==> src/rtl/pl_pkg.sv <==
// ---------------------------------------------------------------------------
// pl_pkg -- definitions shared by all pipeline stages.
//   PL_DATA_W  : default payload width of a stage
//   PL_CNT_W   : default width of per-stage statistics counters
//   pl_state_e : occupancy state of a two-entry skid stage. The encoding
//                equals the number of payloads held, so it can be driven
//                straight onto an occupancy port.
// ---------------------------------------------------------------------------
package pl_pkg;

    localparam int PL_DATA_W = 32;
    localparam int PL_CNT_W  = 16;

    typedef enum logic [1:0] {
        ST_EMPTY = 2'd0,
        ST_ONE   = 2'd1,
        ST_FULL  = 2'd2
    } pl_state_e;

endpackage

==> src/rtl/pl_sat_cnt.sv <==
// ---------------------------------------------------------------------------
// pl_sat_cnt -- saturating up-counter.
//   clk   : clock, rising edge
//   rst   : asynchronous active-high reset, clears the count
//   inc   : add one this cycle (ignored once the count is all ones)
//   count : current count, sticks at 2^CNT_W-1
// ---------------------------------------------------------------------------
module pl_sat_cnt #(
    parameter int CNT_W = 16
) (
    input  logic             clk,
    input  logic             rst,
    input  logic             inc,
    output logic [CNT_W-1:0] count
);

    logic [CNT_W-1:0] count_q;
    logic [CNT_W-1:0] count_d;

    always_comb begin
        count_d = count_q;
        if (inc && (count_q != {CNT_W{1'b1}})) begin
            count_d = count_q + 1'b1;
        end
    end

    always_ff @(posedge clk or posedge rst) begin
        if (rst) begin
            count_q <= '0;
        end else begin
            count_q <= count_d;
        end
    end

    assign count = count_q;

endmodule

==> src/rtl/pl_reg_skid.sv <==
// ---------------------------------------------------------------------------
// pl_reg_skid -- fully registered pipeline stage with a one-entry skid buffer.
//   clk       : clock, rising edge
//   rst       : asynchronous active-high reset
//   flush     : synchronous clear, overrides every other input
//   in_valid  : upstream payload valid
//   in_ready  : stage can take a payload (registered, no path from out_ready)
//   in_data   : upstream payload
//   out_valid : out_data holds a payload
//   out_ready : downstream takes out_data this cycle
//   out_data  : oldest held payload (main register)
//   occupancy : payloads held, 0..2
//   stall_cnt : saturating count of cycles with out_valid && !out_ready
// ---------------------------------------------------------------------------
module pl_reg_skid
    import pl_pkg::*;
#(
    parameter int                DATA_W   = PL_DATA_W,
    parameter logic [DATA_W-1:0] CLR_DATA = '0,
    parameter int                CNT_W    = PL_CNT_W
) (
    input  logic              clk,
    input  logic              rst,
    input  logic              flush,
    input  logic              in_valid,
    output logic              in_ready,
    input  logic [DATA_W-1:0] in_data,
    output logic              out_valid,
    input  logic              out_ready,
    output logic [DATA_W-1:0] out_data,
    output logic [1:0]        occupancy,
    output logic [CNT_W-1:0]  stall_cnt
);

    pl_state_e         state_q;
    pl_state_e         state_d;
    logic [DATA_W-1:0] main_q;
    logic [DATA_W-1:0] main_d;
    logic [DATA_W-1:0] skid_q;
    logic [DATA_W-1:0] skid_d;

    // Per-register valid bits are pure decodes of the state: main is valid
    // in ONE and FULL, skid only in FULL.
    logic main_vld;
    logic skid_vld;
    logic accept;
    logic emit;
    logic stall_inc;

    assign main_vld = (state_q != ST_EMPTY);
    assign skid_vld = (state_q == ST_FULL);

    assign in_ready  = !skid_vld;
    assign out_valid = main_vld;
    assign out_data  = main_q;
    assign occupancy = state_q;

    assign accept = in_valid && in_ready;
    assign emit   = out_valid && out_ready;

    always_comb begin
        state_d = state_q;
        main_d  = main_q;
        skid_d  = skid_q;
        if (flush) begin
            state_d = ST_EMPTY;
            main_d  = CLR_DATA;
            skid_d  = CLR_DATA;
        end else begin
            case (state_q)
                ST_EMPTY: begin
                    if (accept) begin
                        main_d  = in_data;
                        state_d = ST_ONE;
                    end
                end
                ST_ONE: begin
                    if (accept && emit) begin
                        // Pass-through: the new payload replaces the departing one.
                        main_d = in_data;
                    end else if (accept) begin
                        // Downstream stalled: park the newcomer behind main.
                        skid_d  = in_data;
                        state_d = ST_FULL;
                    end else if (emit) begin
                        // Drained: park out_data at the clear value.
                        main_d  = CLR_DATA;
                        state_d = ST_EMPTY;
                    end
                end
                ST_FULL: begin
                    // in_ready is low here, so only emit can happen.
                    if (emit) begin
                        main_d  = skid_q;
                        skid_d  = CLR_DATA;
                        state_d = ST_ONE;
                    end
                end
                default: begin
                    state_d = ST_EMPTY;
                    main_d  = CLR_DATA;
                    skid_d  = CLR_DATA;
                end
            endcase
        end
    end

    always_ff @(posedge clk or posedge rst) begin
        if (rst) begin
            state_q <= ST_EMPTY;
            main_q  <= CLR_DATA;
            skid_q  <= CLR_DATA;
        end else begin
            state_q <= state_d;
            main_q  <= main_d;
            skid_q  <= skid_d;
        end
    end

    // Back-pressure statistic; flush deliberately does not clear it.
    assign stall_inc = out_valid && !out_ready;

    pl_sat_cnt #(
        .CNT_W (CNT_W)
    ) u_stall_cnt (
        .clk   (clk),
        .rst   (rst),
        .inc   (stall_inc),
        .count (stall_cnt)
    );

endmodule

==> config.mk <==
export PLATFORM = sky130hd
export DESIGN_NAME = pl_reg_skid
export DESIGN_NICKNAME = d
export VERILOG_FILES = /design/src/rtl/pl_pkg.sv /design/src/rtl/pl_sat_cnt.sv /design/src/rtl/pl_reg_skid.sv
export SDC_FILE = /design/constraint.sdc
export NUM_CORES = 1
export LEC_CHECK = 0
export CAP_MARGIN = 10
export CORE_ASPECT_RATIO = 1.4
export CORE_UTILIZATION = 47
export CTS_CLUSTER_SIZE = 8
export DETAILED_ROUTE_END_ITERATION = 6
export PLACE_DENSITY = 0.77
export SYNTH_ARGS = -nofsm -noshare
export SYNTH_HDL_FRONTEND = slang
export SYNTH_HIERARCHICAL = 1
export SYNTH_SLANG_ARGS = --single-unit
==> constraint.sdc <==
create_clock -name clk -period 2.2 [get_ports clk]
set_clock_uncertainty 0.15 [all_clocks]
set_input_delay 0.44 -clock clk [delete_from_list [all_inputs] [get_ports clk]]
set_output_delay 0.44 -clock clk [all_outputs]
set_load 0.005 [all_outputs]
==> results of run 1 <==
## area by class of cell
cell class                 instances  area [um2]  share of cell area, %
sequential                        82        2053                  35.85
multi-input combinational        244        1969                  34.38
timing repair buffer             116        1170                  20.42
clock buffer                      10       239.0                  4.172
tap                              107       133.9                  2.337
inverter                          34       131.4                  2.294
clock inverter                     5       31.28                 0.5461
## cells in the mapped netlist (all sizes together)
master / number / area share, %
nand2: 48 / 4.6
inv: 34 / 2.9
and2: 1 / 0.14
nand4: 7 / 1.5
a22o: 25 / 5.0
mux2: 9 / 2.5
nand3: 7 / 0.80
a21oi: 2 / 0.23
a22oi: 7 / 1.2
and4: 4 / 0.83
or2: 1 / 0.14
dfrtp: 82 / 47
o2bb2ai: 25 / 5.0
nor2: 9 / 1.3
a21o: 1 / 0.20
nand2b: 2 / 0.29
o21ai: 7 / 1.4
nor2b: 4 / 0.63
clkbuf: 1 / 0.086
xnor2: 11 / 2.2
nor4: 1 / 0.49
o22a: 2 / 0.40
o21a: 1 / 0.17
ha: 1 / 0.29
buf: 25 / 5.2
a2bb2oi: 1 / 0.34
and3: 5 / 0.74
a21boi: 1 / 0.17
nor4b: 1 / 0.34
mux2i: 59 / 14
a211oi: 1 / 0.17
nor3: 1 / 0.23
## final timing paths
path / start / end / cells past startpoint
max: occupancy[1]$_DFFE_PP0P_ / out_valid / 2
min: out_data[17]$_DFFE_PP0P_ / out_data[17]$_DFFE_PP0P_ / 2
max reg2reg: occupancy[1]$_DFFE_PP0P_ / out_data[21]$_DFFE_PP0P_ / 6
min reg2reg: out_data[17]$_DFFE_PP0P_ / out_data[17]$_DFFE_PP0P_ / 2
max in group asynchronous: rst / u_stall_cnt/count[2]$_DFFE_PP0P_ / 2
min in group asynchronous: rst / u_stall_cnt/count[11]$_DFFE_PP0P_ / 2
## registers in the layout, summed over array words and instances (netlist names)
register and count:
out_data 32, skid_q 32, u_stall_cnt/count 16, occupancy 2
## cell families after synthesis
group,Yosys count
and+or+nand+nor,91
AOI/OAI and AO/OA,73
adders and majority gates,1
DFF,82
xor gates and xnor gates,11
buffers and inverters,60
muxes,68
## layer usage
metal / share of wire (%) / track usage, %
met3: 3.3 / 4.947
met1: 42 / 26.58
met2: 53 / 39.78
met5: 0 / 0
met4: 1.4 / 8.023
## where the power goes
| part | internal, uW | leakage, uW | switching, uW | total [uW] |
|---|---|---|---|---|
| Sequential | 1640 | 0.00111 | 123 | 1760 |
| Combinational | 461 | 0.00121 | 358 | 819 |
| Clock | 784 | 0.000134 | 594 | 1380 |
| Total | 2880 | 0.00245 | 1080 | 3960 |
## worst reg2reg max path: stages (launching register included)
cell and delay (ps):
dfrtp_2 420, buf_4 150, buf_4 140, mux2i_2 160, a2bb2oi_2 160, nor2_4 510, a22o_1 240
## per-stage QoR
stage	cells	cell area [um2]	setup slack [ps]	power, uW	hold slack, ps
after floorplan	386	4380	-35.52	2188	203.7
after global placement	580	5431	0.8096	2572	333.6
after detailed placement	580	5431	-75.72	2610	339.4
after CTS	598	5724	36.78	4005	353.2
after global routing	598	5728	9.711	4145	368.3
final	598	5728	74.78	3956	345.9
## repair_timing
item,CTS,global route
setup buffers,3,0
gates resized for setup,0,1
endpoints found under the setup margin,1,1
==> impl_metrics.py, run 1 <==
metrics = {
    "run_status": {
        "status": "finished, final reports clean",
    },
    "synthesis": {
        "postSynthCellCount": 386,
        "netlist_area_um2": 4374,
        "synthMuxAreaShare_pct": 16.08,
        "post_synth_and_or_nand_nor_area_fraction_pct": 12.04,
        "seq_area_frac_synth_pct": 46.91,
        "synth_nets": 424,
        "synth_xor_area_share_pct": 2.203,
        "synth_warnings": 6,
        "ys_types": 46,
        "synth-compound-area-share_pct": 14.30,
        "synth_top_family_by_area": "multiplexers",
        "synth_fa_ha_area_share_pct": 0.2860,
        "post_synth.cell_area_avg_um2": 11.33,
        "ys_ff_latch": 82,
    },
    "critical_path": {
        "cpLargestDelayFamily": "buffers and inverters",
        "critPathKind": "register to primary output",
        "cp_slowest_cell": "clkdlybuf4s50_1",
        "path_buf_inv": 1,
        "startpoint_type": "register",
        "critical_path_required_ps": 1610,
        "path_max_fanout": 3,
        "ff2ff_setup_slack_ps": 200,
        "cpPeakStageDelay_ps": 490,
        "crit_chain": "or2_2 -> clkdlybuf4s50_1",
        "worstSetupEndpointType": "primary output",
        "worst_ep_arrival_time_ps": 1540,
    },
    "power": {
        "ir_drop_uv": 418.9,
        "p_per_area_nw_per_um2": 690.7,
        "p_leak_uw": 0.002446,
    },
    "routing": {
        "vias": 3309,
        "drc": 0,
        "drt-total-wl_um": 9980,
        "avgViaCountPerCell": 5.533,
        "wire_per_inst_um": 16.69,
        "dr.pass1.iters": 4,
        "drt_iter0_drc": 130,
        "ant_nets": 0,
    },
    "floorplan": {
        "core_region_area_um2": 9029,
        "fp.dieArea_um2": 9702,
        "boundaryPins": 89,
        "num_rows": 41,
        "die_h_um": 116.1,
        "fp.dieW_um": 83.54,
        "initial_core_util_pct": 48.45,
    },
    "sta": {
        "worstMarginPinSlew_ps": 645.1,
        "final_hold_viol_count": 0,
        "slew_headroom_pct": 56.89,
        "period_needed_ps": 2125,
        "fin_crit_sh_pct": 96.60,
        "maxClockFrequency_mhz": 470.5,
        "drv_slew": 0,
        "setup-violations-final": 0,
        "finalSetupTns_ps": 0,
        "rsz0062_at_grt": "false",
    },
    "clock_tree": {
        "numCtsBuffers": 9,
        "hold_buffers": 0,
        "clock_path_buffers": 2,
        "cts.sinks": 82,
        "clock-root-buffer": "clkbuf_16",
        "cts_tree": "yes",
        "insertion_delay_ps": 340,
        "htreeDepth": 3,
        "clk_pin_slew_ps": 60,
    },
    "global_routing": {
        "grt_max_degree": 39,
        "overflow": 0,
        "grt_pass1_vias": 3412,
        "track_usage_pct": 22.26,
        "antenna_found_initial": 0,
        "grt_pass1_wl_um": 16770,
    },
    "layout": {
        "fill_cells": 762,
        "final_common_cell": "clkdlybuf4s50_1",
        "most-common-layout-cells": "clkdlybuf4s50_1, dfrtp_1, mux2i_1",
        "synthToLayoutAreaGrowth_pct": 30.95,
        "nNetsFinal": 525,
        "layout-drive-gt1-share_pct": 17.72,
        "diodes": 0,
        "finalCoreUtilization_pct": 63.44,
    },
    "hold_path": {
        "hp-class": "register to register",
    },
    "placement": {
        "io_buffer_count": 88,
        "gp_congestion": 0.7914,
        "dp_hpwl_um": 7113,
    },
    "job": {
        "maxCapViolCount": 0,
    },
}
(Power assumes the default switching activity.)
==> run 2: changes to the inputs <==
--- a/config.mk
+++ b/config.mk
@@ -10,6 +10,7 @@
 export CORE_UTILIZATION = 47
 export CTS_CLUSTER_SIZE = 8
 export DETAILED_ROUTE_END_ITERATION = 6
+export MAX_ROUTING_LAYER = met4
 export PLACE_DENSITY = 0.77
 export SYNTH_ARGS = -nofsm -noshare
 export SYNTH_HDL_FRONTEND = slang
==> run 2 against run 1 <==
Critical path type unchanged. Die area unchanged. Sequential share of layout area stayed put. Clock power is essentially flat. First-iteration DRC count is 6.2% lower. Flip-flop and latch count is the same. Core utilization did not move. Power barely moved. Fmax hardly changed. Design area did not move. Largest power group unchanged. Critical path depth stayed put.
==> impl_metrics.py, run 2 (synthesis gave the netlist of run 1 again) <==
metrics = {
    "run_status": {
        "status": "finished, final reports clean",
    },
    "routing": {
        "drc": 0,
        "drt_iter0_drc": 122,
        "ant_nets": 0,
        "wire_per_inst_um": 16.73,
        "dr.pass1.iters": 5,
        "drt-total-wl_um": 10010,
        "vias": 3321,
        "avgViaCountPerCell": 5.554,
    },
    "hold_path": {
        "hold_start": "out_data[17]$_DFFE_PP0P_",
        "whs_endpoint": "out_data[17]$_DFFE_PP0P_",
        "hp-class": "register to register",
        "min_path_cells": 2,
    },
    "sta": {
        "period_needed_ps": 2125,
        "setup-violations-final": 0,
        "fin_crit_sh_pct": 96.61,
        "slew_headroom_pct": 57.26,
        "maxClockFrequency_mhz": 470.5,
        "finalSetupTns_ps": 0,
        "drv_slew": 0,
        "worstMarginPinSlew_ps": 639.5,
        "final_hold_viol_count": 0,
        "rsz0062_at_grt": "false",
    },
    "layout": {
        "most-common-layout-cells": "clkdlybuf4s50_1, dfrtp_1, mux2i_1",
        "final_common_cell": "clkdlybuf4s50_1",
        "diodes": 0,
        "nNetsFinal": 525,
        "finalCoreUtilization_pct": 63.44,
        "synthToLayoutAreaGrowth_pct": 30.95,
        "layout-drive-gt1-share_pct": 17.72,
    },
    "global_routing": {
        "grt_pass1_wl_um": 16760,
        "grt_pass1_vias": 3412,
        "track_usage_pct": 22.94,
        "overflow": 0,
        "grt_max_degree": 39,
        "antenna_found_initial": 0,
    },
    "placement": {
        "gp_congestion": 0.8026,
        "dp_hpwl_um": 7113,
        "io_buffer_count": 88,
    },
    "floorplan": {
        "num_rows": 41,
        "boundaryPins": 89,
        "die_h_um": 116.1,
        "core_region_area_um2": 9029,
        "fp.dieW_um": 83.54,
        "initial_core_util_pct": 48.45,
        "fp.dieArea_um2": 9702,
    },
    "power": {
        "p_leak_uw": 0.002446,
        "power.total_uw": 3958,
        "p_per_area_nw_per_um2": 691.0,
        "ir_drop_uv": 418.5,
    },
    "clock_tree": {
        "clock_path_buffers": 2,
        "hold_buffers": 0,
        "insertion_delay_ps": 340,
        "cts_tree": "yes",
        "clock-root-buffer": "clkbuf_16",
        "htreeDepth": 3,
        "clk_pin_slew_ps": 60,
        "numCtsBuffers": 9,
        "cts.sinks": 82,
    },
    "critical_path": {
        "worst_ep_arrival_time_ps": 1540,
        "critical_path_required_ps": 1610,
        "worstSetupEndpointType": "primary output",
        "r2r-end": "out_data[21]$_DFFE_PP0P_",
        "reg2reg_depth": 6,
        "startpoint_type": "register",
        "critPathKind": "register to primary output",
        "ff2ff_setup_slack_ps": 210,
        "path_max_fanout": 3,
        "r2r-start": "occupancy[1]$_DFFE_PP0P_",
    },
    "job": {
        "maxCapViolCount": 0,
    },
}
-- run 2: cell counts in the layout (fill, tap and decap cells not counted) --
Identical to the previous run, type by type.
-- run 2: final cells by class --
class,instances,area [um2]
Sequential cell,82,2053
Timing Repair Buffer,116,1170
Clock inverter,5,31.28
Multi-Input combinational cell,244,1969
Inverter,34,131.4
Fill cell,762,3301
Tap cell,107,133.9
Clock buffer,10,239.0
-- run 2: worst max path at each step --
stage / startpoint / to / slack (ps) / cells past startpoint
after floorplan: occupancy[1]$_DFFE_PP0P_ / u_stall_cnt/count[14]$_DFFE_PP0P_ / -40 / 9
after global placement: out_ready / u_stall_cnt/count[14]$_DFFE_PP0P_ / 0.8 / 6
after detailed placement: out_ready / out_data[28]$_DFFE_PP0P_ / -80 / 5
after CTS: occupancy[0]$_DFFE_PP0P_ / in_ready / 40 / 3
after global routing: occupancy[0]$_DFFE_PP0P_ / in_ready / 10 / 3
final: occupancy[1]$_DFFE_PP0P_ / out_valid / 70 / 2
-- run 2: worst max-delay path, cell delays in order, from the launching register on --
cell and delay [ps]:
dfrtp_2 420, or2_2 280, clkdlybuf4s50_1 490
-- run 2: per-stage QoR --
stage	area [um2]	cells	setup WS, ps	hold WS (ps)
2_1_floorplan	4380	386	-35.52	203.7
3_3_place_gp	5431	580	0.8096	333.6
3_5_place_dp	5431	580	-75.72	339.4
4_1_cts	5724	598	36.78	353.2
5_1_grt	5728	598	9.690	368.3
6_report	5728	598	74.64	346.0
-- run 2: power breakdown --
part / switching (uW) / internal [uW]
Sequential: 122 / 1640
Combinational: 358 / 461
Clock: 596 / 784
Total: 1080 / 2880
-- run 2: layer usage --
layer | up-vias | track usage, % | part of all wire (%)
li1 | 1565 | - | -
met1 | 1655 | 26.49 | 42
met2 | 81 | 39.84 | 53
met3 | 20 | 4.947 | 3.4
met4 | 0 | 8.023 | 1.8
met5 | - | - | 0
-- run 2: repair_timing --
| item | CTS | global route |
|---|---|---|
| endpoints found under the setup margin | 1 | 1 |
| setup buffers | 3 | 0 |
| gates resized for setup | 0 | 1 |
| pin swaps | 0 | 0 |
| hold endpoints to repair | 0 | 0 |
